File: config.mk
export PLATFORM = sky130hd
export DESIGN_NAME = mem_port_arbiter
export DESIGN_NICKNAME = d
export VERILOG_FILES = /design/src/rtl/mem_port_arbiter.sv
export SDC_FILE = /design/constraint.sdc
export NUM_CORES = 1
export LEC_CHECK = 0
export ABC_AREA = 1
export CORE_AREA = 2 2 284 286
export DETAILED_ROUTE_END_ITERATION = 8
export DIE_AREA = 0 0 286 288
export GPL_ROUTABILITY_DRIVEN = 0
export GPL_TIMING_DRIVEN = 0
export PLACE_DENSITY_LB_ADDON = 0.12
export SKIP_CTS_REPAIR_TIMING = 1
export SLEW_MARGIN = 15
export SYNTH_ARGS = -nofsm -noshare
export SYNTH_HDL_FRONTEND = slang
export SYNTH_SLANG_ARGS = --single-unit
export TNS_END_PERCENT = 30
File: constraint.sdc
create_clock -name clk -period 2.2 [get_ports clk]
set_input_delay 0.44 -clock clk [delete_from_list [all_inputs] [get_ports clk]]
set_output_delay 0.44 -clock clk [all_outputs]
set_load 0.1 [all_outputs]
File: src/rtl/mem_port_arbiter.sv
// mem_port_arbiter: shares one slow-memory line port among NUM_CH cache miss ports.
// A request is latched into registered memory outputs, held until the one-cycle
// mem_ready, then a single RELEASE cycle lets the served cache drop its request.
module mem_port_arbiter #(
  parameter int NUM_CH  = 2,
  parameter int ADDR_W  = 28,
  parameter int LINE_W  = 128,
  parameter int RR_MODE = 1
) (
  input  logic                       clk,
  input  logic                       proc_reset,
  input  logic [NUM_CH-1:0]          ch_read,
  input  logic [NUM_CH-1:0]          ch_write,
  input  logic [NUM_CH*ADDR_W-1:0]   ch_addr,
  input  logic [NUM_CH*LINE_W-1:0]   ch_wdata,
  output logic [LINE_W-1:0]          ch_rdata,
  output logic [NUM_CH-1:0]          ch_ready,
  output logic                       mem_read,
  output logic                       mem_write,
  output logic [ADDR_W-1:0]          mem_addr,
  output logic [LINE_W-1:0]          mem_wdata,
  input  logic [LINE_W-1:0]          mem_rdata,
  input  logic                       mem_ready,
  output logic                       busy
);

  localparam int GW = (NUM_CH > 1) ? $clog2(NUM_CH) : 1;

  typedef enum logic [1:0] {
    IDLE    = 2'd0,
    BUSY    = 2'd1,
    RELEASE = 2'd2
  } state_t;

  state_t              state;
  logic [GW-1:0]       grant;
  logic [GW-1:0]       rr_ptr;
  logic [NUM_CH-1:0]   req;
  logic                win_found;
  logic [GW-1:0]       win_idx;
  int                  cand;
  logic                sel_read;
  logic                sel_write;
  logic [ADDR_W-1:0]   sel_addr;
  logic [LINE_W-1:0]   sel_wdata;

  assign req      = ch_read | ch_write;
  assign ch_rdata = mem_rdata;
  assign busy     = (state != IDLE);

  // Pick the winner: first requester at or after rr_ptr (cyclic), or lowest index in fixed mode.
  always_comb begin
    win_found = 1'b0;
    win_idx   = '0;
    cand      = 0;
    for (int k = 0; k < NUM_CH; k++) begin
      cand = (RR_MODE != 0) ? (int'(rr_ptr) + k) : k;
      if (cand >= NUM_CH) begin
        cand = cand - NUM_CH;
      end
      if (!win_found && req[GW'(cand)]) begin
        win_found = 1'b1;
        win_idx   = GW'(cand);
      end
    end
  end

  // Mux the winning channel's command; a write wins over a simultaneous read.
  always_comb begin
    sel_write = ch_write[win_idx];
    sel_read  = ch_read[win_idx] & ~ch_write[win_idx];
    sel_addr  = ch_addr[int'(win_idx)*ADDR_W +: ADDR_W];
    sel_wdata = ch_wdata[int'(win_idx)*LINE_W +: LINE_W];
  end

  // Completion pulse is steered combinationally to the granted channel only while BUSY.
  always_comb begin
    ch_ready = '0;
    if (state == BUSY && !proc_reset) begin
      ch_ready[grant] = mem_ready;
    end
  end

  // Arbitration FSM with registered memory outputs and round-robin pointer.
  always_ff @(posedge clk) begin
    if (proc_reset) begin
      state     <= IDLE;
      grant     <= '0;
      rr_ptr    <= '0;
      mem_read  <= 1'b0;
      mem_write <= 1'b0;
      mem_addr  <= '0;
      mem_wdata <= '0;
    end else begin
      case (state)
        IDLE: begin
          if (win_found) begin
            grant     <= win_idx;
            mem_read  <= sel_read;
            mem_write <= sel_write;
            mem_addr  <= sel_addr;
            mem_wdata <= sel_wdata;
            state     <= BUSY;
          end
        end
        BUSY: begin
          if (mem_ready) begin
            mem_read  <= 1'b0;
            mem_write <= 1'b0;
            mem_addr  <= '0;
            mem_wdata <= '0;
            state     <= RELEASE;
            if (RR_MODE != 0) begin
              if (int'(grant) == NUM_CH - 1) begin
                rr_ptr <= '0;
              end else begin
                rr_ptr <= grant + 1'b1;
              end
            end
          end
        end
        RELEASE: begin
          state <= IDLE;
        end
        default: begin
          state <= IDLE;
        end
      endcase
    end
  end

endmodule

==> results of run 1 <==
## per-layer routing
layer	track usage, %	vias to the layer above	part of all wire, %
met5	0	-	0.13
met4	3.09	10	1.3
met3	4.59	40	8.5
met2	21.4	407	52
met1	12.4	4477	38
li1	-	4982	-
## cell type report
class	count	share of cell area [%]
diodes	1	0.0151
inverters	10	0.226
flip-flops and latches	162	19.5
repair buffers	606	38.8
well taps	1060	7.99
clock buffers	19	2.73
multi-input cells	812	21.0
plain buffers	214	8.77
clock inverters	13	0.897
## cell usage after synthesis (2+ instances only)
cell type | n | area, um^2
buf_2 | 43 | 215
inv_2 | 6 | 22.5
nand3_1 | 3 | 15.0
dfxtp_1 | 162 | 3240
a21oi_1 | 159 | 796
inv_1 | 4 | 15.0
clkbuf_1 | 25 | 93.8
buf_6 | 12 | 135
buf_4 | 134 | 1010
nor2_1 | 321 | 1200
nand2_2 | 2 | 12.5
nand2_1 | 165 | 619
o21ai_0 | 118 | 591
o21ai_1 | 38 | 190
## power by group through the flow
| stage | Clock (mW) | Combinational [mW] | Sequential (mW) |
|---|---|---|---|
| after CTS | 3.46 | 5.88 | 3.36 |
| final | 3.27 | 5.75 | 3.34 |
| after global routing | 3.52 | 6.06 | 3.38 |
| after detailed placement | 0 | 5.87 | 3.42 |
| after global placement | 0 | 5.87 | 3.41 |
| after floorplan | 0 | 2.04 | 5.33 |
## per-stage QoR
stage	hold slack (ns)	total power [mW]	instance area, um^2
after floorplan	0.471	7.37	8220
after global placement	0.452	9.29	15600
after detailed placement	0.453	9.29	15600
after CTS	0.464	12.7	16200
after global routing	0.475	13.0	16600
final	0.461	12.4	16600
## cell usage in the layout (no fill, tap or decap), types with 3 or more instances in the layout
cell	n
dlymetal6s2s_1	156
a21oi_1	159
clkinvlp_4	5
inv_2	6
buf_6	12
nand2_1	165
clkbuf_1	23
clkdlybuf4s50_1	445
o21ai_0	118
clkbuf_2	4
nor2_1	320
buf_4	135
dfxtp_1	162
clkbuf_16	17
nand3_1	3
inv_6	4
o21ai_1	38
inv_1	4
buf_2	43
## cells by family after synthesis
logic type	after synthesis	synth area share, %
buffers and inverters	224	18.1
flip-flops	162	39.5
AO/OA/AOI/OAI	317	19.4
AND/OR/NAND/NOR	495	23.0
## worst min path at each step
stage,startpoint,endpoint,slack [ns],depth (start not counted)
global route,mem_wdata[98]$_SDFFE_PP0P_,mem_wdata[98]$_SDFFE_PP0P_,0.47,2
global placement,mem_addr[5]$_SDFFE_PP0P_,mem_addr[5]$_SDFFE_PP0P_,0.45,2
floorplan,grant$_SDFFE_PP0P_,grant$_SDFFE_PP0P_,0.47,2
CTS,mem_wdata[100]$_SDFFE_PP0P_,mem_wdata[100]$_SDFFE_PP0P_,0.46,2
finish,mem_wdata[96]$_SDFFE_PP0P_,mem_wdata[96]$_SDFFE_PP0P_,0.46,2
detailed placement,mem_wdata[100]$_SDFFE_PP0P_,mem_wdata[100]$_SDFFE_PP0P_,0.45,2
## sequential cells by signal, indices dropped and copies added (netlist names)
register,cells
mem_read,1
mem_wdata,128
mem_addr,28
grant,1
rr_ptr,1
mem_write,1
state,2
==> flow_summary.json, run 1 <==
{
  "antenna_found_initial": 8,
  "r2r_setup_slack_ns": 0.19,
  "r2r_cells": 7,
  "fin_worst_skew_ns": 0.0186,
  "avgSynthCellArea_um2": 6.86,
  "place_hpwl_um": 40300,
  "worstSetupPathType": "in2out",
  "drive_gt1_share_pct": 13.1,
  "p_switching_mw": 5.76,
  "portBuffers": 606,
  "routedWlPerCell_um": 17.3,
  "relSlewSlack_pct": 26.9,
  "syn_area_mm2": 0.00821,
  "core_mm2": 0.0796,
  "grt_max_degree": 17,
  "setup_viol": 0,
  "yosysSeqAreaShare_pct": 39.5,
  "routed_wl_um": 50200,
  "die_area_mm2": 0.0824,
  "vias_per_cell": 3.42,
  "start_kind": "primary input",
  "cts_root_buf": "clkbuf_16",
  "startpoint": "mem_rdata[54]",
  "crit_chain": "buf_4, clkdlybuf4s50_1",
  "critical-path-top-delay-family": "buffers and inverters",
  "chipWidth_um": 286,
  "grt_setup_unrepaired": "false",
  "crit_buf_inv": 2,
  "finalNetCount": 2270,
  "start_util_pct": 10.3,
  "ys_types": 20,
  "crit_fanout": 1,
  "peakVddDrop_v": 0.000500,
  "hold_path_class": "reg2reg",
  "status": "finished clean",
  "grt_overflow": 0,
  "fill_cells": 9002,
  "leakagePower_nw": 8.64,
  "dp.cells": 2864,
  "cts.sinks": 162,
  "drcViolationCount": 0,
  "finalHoldViolations": 0,
  "synth_edf_count": 0,
  "p_sw_share_pct": 46.6,
  "cts_buffer_depth": 2,
  "setup_ws_ns": 0.0655,
  "num_rows": 104,
  "r2r_end": "mem_wdata[73]$_SDFFE_PP0P_",
  "area_delta_synth_final_pct": 102,
  "endpoint_kind": "primary output",
  "cts_buffers": 17,
  "p_per_area_mw_per_mm2": 745,
  "htree_levels": 4,
  "grt_pass1_vias": 10200,
  "cts_tree": "done",
  "vias": 9916,
  "seq_area_mm2": 0.00324,
  "power_frac_comb_pct": 46.5,
  "reg2reg_from": "rr_ptr$_SDFFE_PP0P_",
  "pwr-share-seq_pct": 27.0,
  "crit_end": "ch_rdata[54]",
  "drtIter0Drc": 325,
  "critPathSlowestCell": "clkdlybuf4s50_1",
  "pre_cts_ws_ns": -1.07,
  "multi_input_comb_area_mm2": 0.00349,
  "clk_pin_slew_ns": 0.06,
  "cp.depth": 2,
  "fin_crit_sh_pct": 97.0,
  "cp.arrival_ns": 1.69,
  "drv_slew": 0,
  "cp_slowest_stage_delay_ns": 1.17,
  "grt_pass1_wl_um": 69500,
  "cp.required_ns": 1.76,
  "detail-route-antenna-nets": 0,
  "io_pins": 736,
  "dr.pass1.iters": 4,
  "period_needed_ns": 2.13,
  "ys.flop_type": "dfxtp_1",
  "grt.total_usage_pct": 11.7,
  "fmax_ghz": 0.468,
  "fp.dieH_um": 288,
  "fin_cells": 2897,
  "max_slew.worst_pin.slew_ns": 1.09,
  "ys_ff_latch": 162,
  "final_util_pct": 20.8,
  "async_flop_share_pct": 0,
  "clk_latency_ns": 0.49,
  "clockPowerShare_pct": 26.4,
  "cap_viol_max_count": 0,
  "synth-warning-count": 0,
  "syn_inst": 1198,
  "syn_nets": 1645,
  "setup_tns_ns": 0,
  "internal_power_mw": 6.60
}
Note: power is estimated with default switching activity, not from simulation.
==> run 2, diff against run 1 <==
Settings changed: CELL_PAD_IN_SITES_DETAIL_PLACEMENT set to 1, CELL_PAD_IN_SITES_GLOBAL_PLACEMENT set to 1, CORE_AREA 2 2 284 286 to 2 2 285 287, DIE_AREA 0 0 286 288 to 0 0 287 289.
==> run 2 against run 1 <==
Effect of this change:
- via count rose by 1.6%
- critical path depth is the same
- hold slack worse by 0.00075 ns
- power is 0.81% higher
- setup slack better by 0.0054 ns
- fmax is 0.25% higher
- sequential power about the same
- sequential share of layout area about the same
- combinational power barely moved
- critical path type unchanged
- largest cell class unchanged
- largest power group unchanged
==> flow_summary.json, run 2 (synthesis gave the netlist of run 1 again) <==
{
  "grt_max_degree": 17,
  "fin_crit_sh_pct": 96.8,
  "start_kind": "primary input",
  "pwr-share-seq_pct": 26.8,
  "r2r_setup_slack_ns": 0.27,
  "hold_path_class": "reg2reg",
  "chipWidth_um": 287,
  "pre_cts_ws_ns": -1.22,
  "peakVddDrop_v": 0.000539,
  "vias": 10100,
  "final_util_pct": 20.8,
  "crit_buf_inv": 2,
  "grt_pass1_wl_um": 72900,
  "clockPowerShare_pct": 26.8,
  "area_delta_synth_final_pct": 102,
  "cts.sinks": 162,
  "htree_levels": 4,
  "p_switching_mw": 5.69,
  "drive_gt1_share_pct": 12.9,
  "relSlewSlack_pct": 27.0,
  "p_per_area_mw_per_mm2": 751,
  "setup_tns_ns": 0,
  "fill_cells": 9549,
  "cap_viol_max_count": 0,
  "critical-path-top-delay-family": "buffers and inverters",
  "endpoint_kind": "primary output",
  "leakagePower_nw": 8.64,
  "cts_tree": "done",
  "place_hpwl_um": 43000,
  "grt_overflow": 0,
  "top_regs": "mem_wdata x128, mem_addr x28, state x2",
  "period_needed_ns": 2.13,
  "worstSetupPathType": "in2out",
  "routed_wl_um": 53000,
  "cp_slowest_stage_delay_ns": 1.17,
  "drtIter0Drc": 204,
  "dr.pass1.iters": 4,
  "drv_slew": 0,
  "detail-route-antenna-nets": 0,
  "routedWlPerCell_um": 18.3,
  "portBuffers": 606,
  "core_mm2": 0.0799,
  "fin_worst_skew_ns": 0.0170,
  "vias_per_cell": 3.48,
  "power_frac_comb_pct": 46.4,
  "p_sw_share_pct": 45.7,
  "io_pins": 736,
  "die_area_mm2": 0.0829,
  "clk_pin_slew_ns": 0.07,
  "seq_area_mm2": 0.00324,
  "setup_ws_ns": 0.0708,
  "crit_chain": "buf_4, clkdlybuf4s50_1",
  "antenna_found_initial": 9,
  "grt.total_usage_pct": 12.2,
  "cp.arrival_ns": 1.69,
  "status": "finished clean",
  "finalNetCount": 2270,
  "multi_input_comb_area_mm2": 0.00349,
  "largest_reg_flops": 128,
  "layout_commonest_cell": "clkdlybuf4s50_1",
  "cts_root_buf": "clkbuf_16",
  "max_slew.worst_pin.slew_ns": 1.09,
  "grt_setup_unrepaired": "false",
  "cts_buffer_depth": 2,
  "clk_latency_ns": 0.48,
  "internal_power_mw": 6.77,
  "regMostFlops": "mem_wdata",
  "fp.dieH_um": 289,
  "cp.required_ns": 1.76,
  "drcViolationCount": 0,
  "fmax_ghz": 0.470,
  "setup_viol": 0,
  "final_cell_mix": "445 x clkdlybuf4s50_1, 320 x nor2_1, 165 x nand2_1",
  "start_util_pct": 10.3,
  "num_rows": 104,
  "critPathSlowestCell": "clkdlybuf4s50_1",
  "finalHoldViolations": 0,
  "grt_pass1_vias": 10500,
  "crit_fanout": 1,
  "cts_buffers": 17
}
[run 2: cell types whose count changed in the layout (fill, tap and decap cells not counted), sizes merged, moves of 2 or more]
cell      previous run  this run
clkinvlp             5         1
clkinv               1         3
inv                 15        11
clkbuf              48        51
bufinv               2         4
[run 2: area by class of cell]
type,count,share of cell area (%)
inverter,10,0.226
antenna,2,0.0302
timing repair buffer,606,38.7
clock buffer,21,2.71
clock inverter,9,0.935
buffer,214,8.77
multi-input combinational,812,21.0
tap,1060,7.99
sequential,162,19.5
[run 2: worst register-to-register path: cells and delay by family, from the launching register on]
family | cells | cell delay (ns)
buffers and inverters | 3 | 0.88
AND/OR/NAND/NOR | 2 | 0.25
AO/OA/AOI/OAI | 2 | 0.36
flip-flops | 1 | 0.35
[run 2: metrics by stage]
stage               hold slack [ns]  area [um^2]  power, mW  cells
finish                        0.460        16600       12.5   2896
floorplan                     0.471         8220       7.37   1198
detailed placement            0.457        15600       9.33   2864
global placement              0.452        15600       9.31   2864
global route                  0.479        16600       13.1   2895
CTS                           0.467        16200       12.8   2894
[run 2: per-layer routing]
layer	vias up	track usage [%]	share of wire [%]
met5	-	0	0.087
met4	10	2.70	1.0
met3	33	4.93	8.6
met2	353	22.5	52
met1	4682	12.9	38
li1	4992	-	-
[run 2: final timing paths]
check | from | end | cells past startpoint
setup / recovery | mem_rdata[46] | ch_rdata[46] | 2
hold reg to reg | mem_wdata[81]$_SDFFE_PP0P_ | mem_wdata[81]$_SDFFE_PP0P_ | 2
setup reg to reg | rr_ptr$_SDFFE_PP0P_ | mem_wdata[5]$_SDFFE_PP0P_ | 7
hold / removal | mem_wdata[81]$_SDFFE_PP0P_ | mem_wdata[81]$_SDFFE_PP0P_ | 2
[run 2: power by group through the flow]
stage,Combinational [mW],Sequential [mW],Clock [mW]
after floorplan,2.04,5.33,0
after global placement,5.90,3.40,0
after detailed placement,5.91,3.42,0
after CTS,5.92,3.35,3.54
after global routing,6.10,3.38,3.64
final,5.78,3.34,3.35
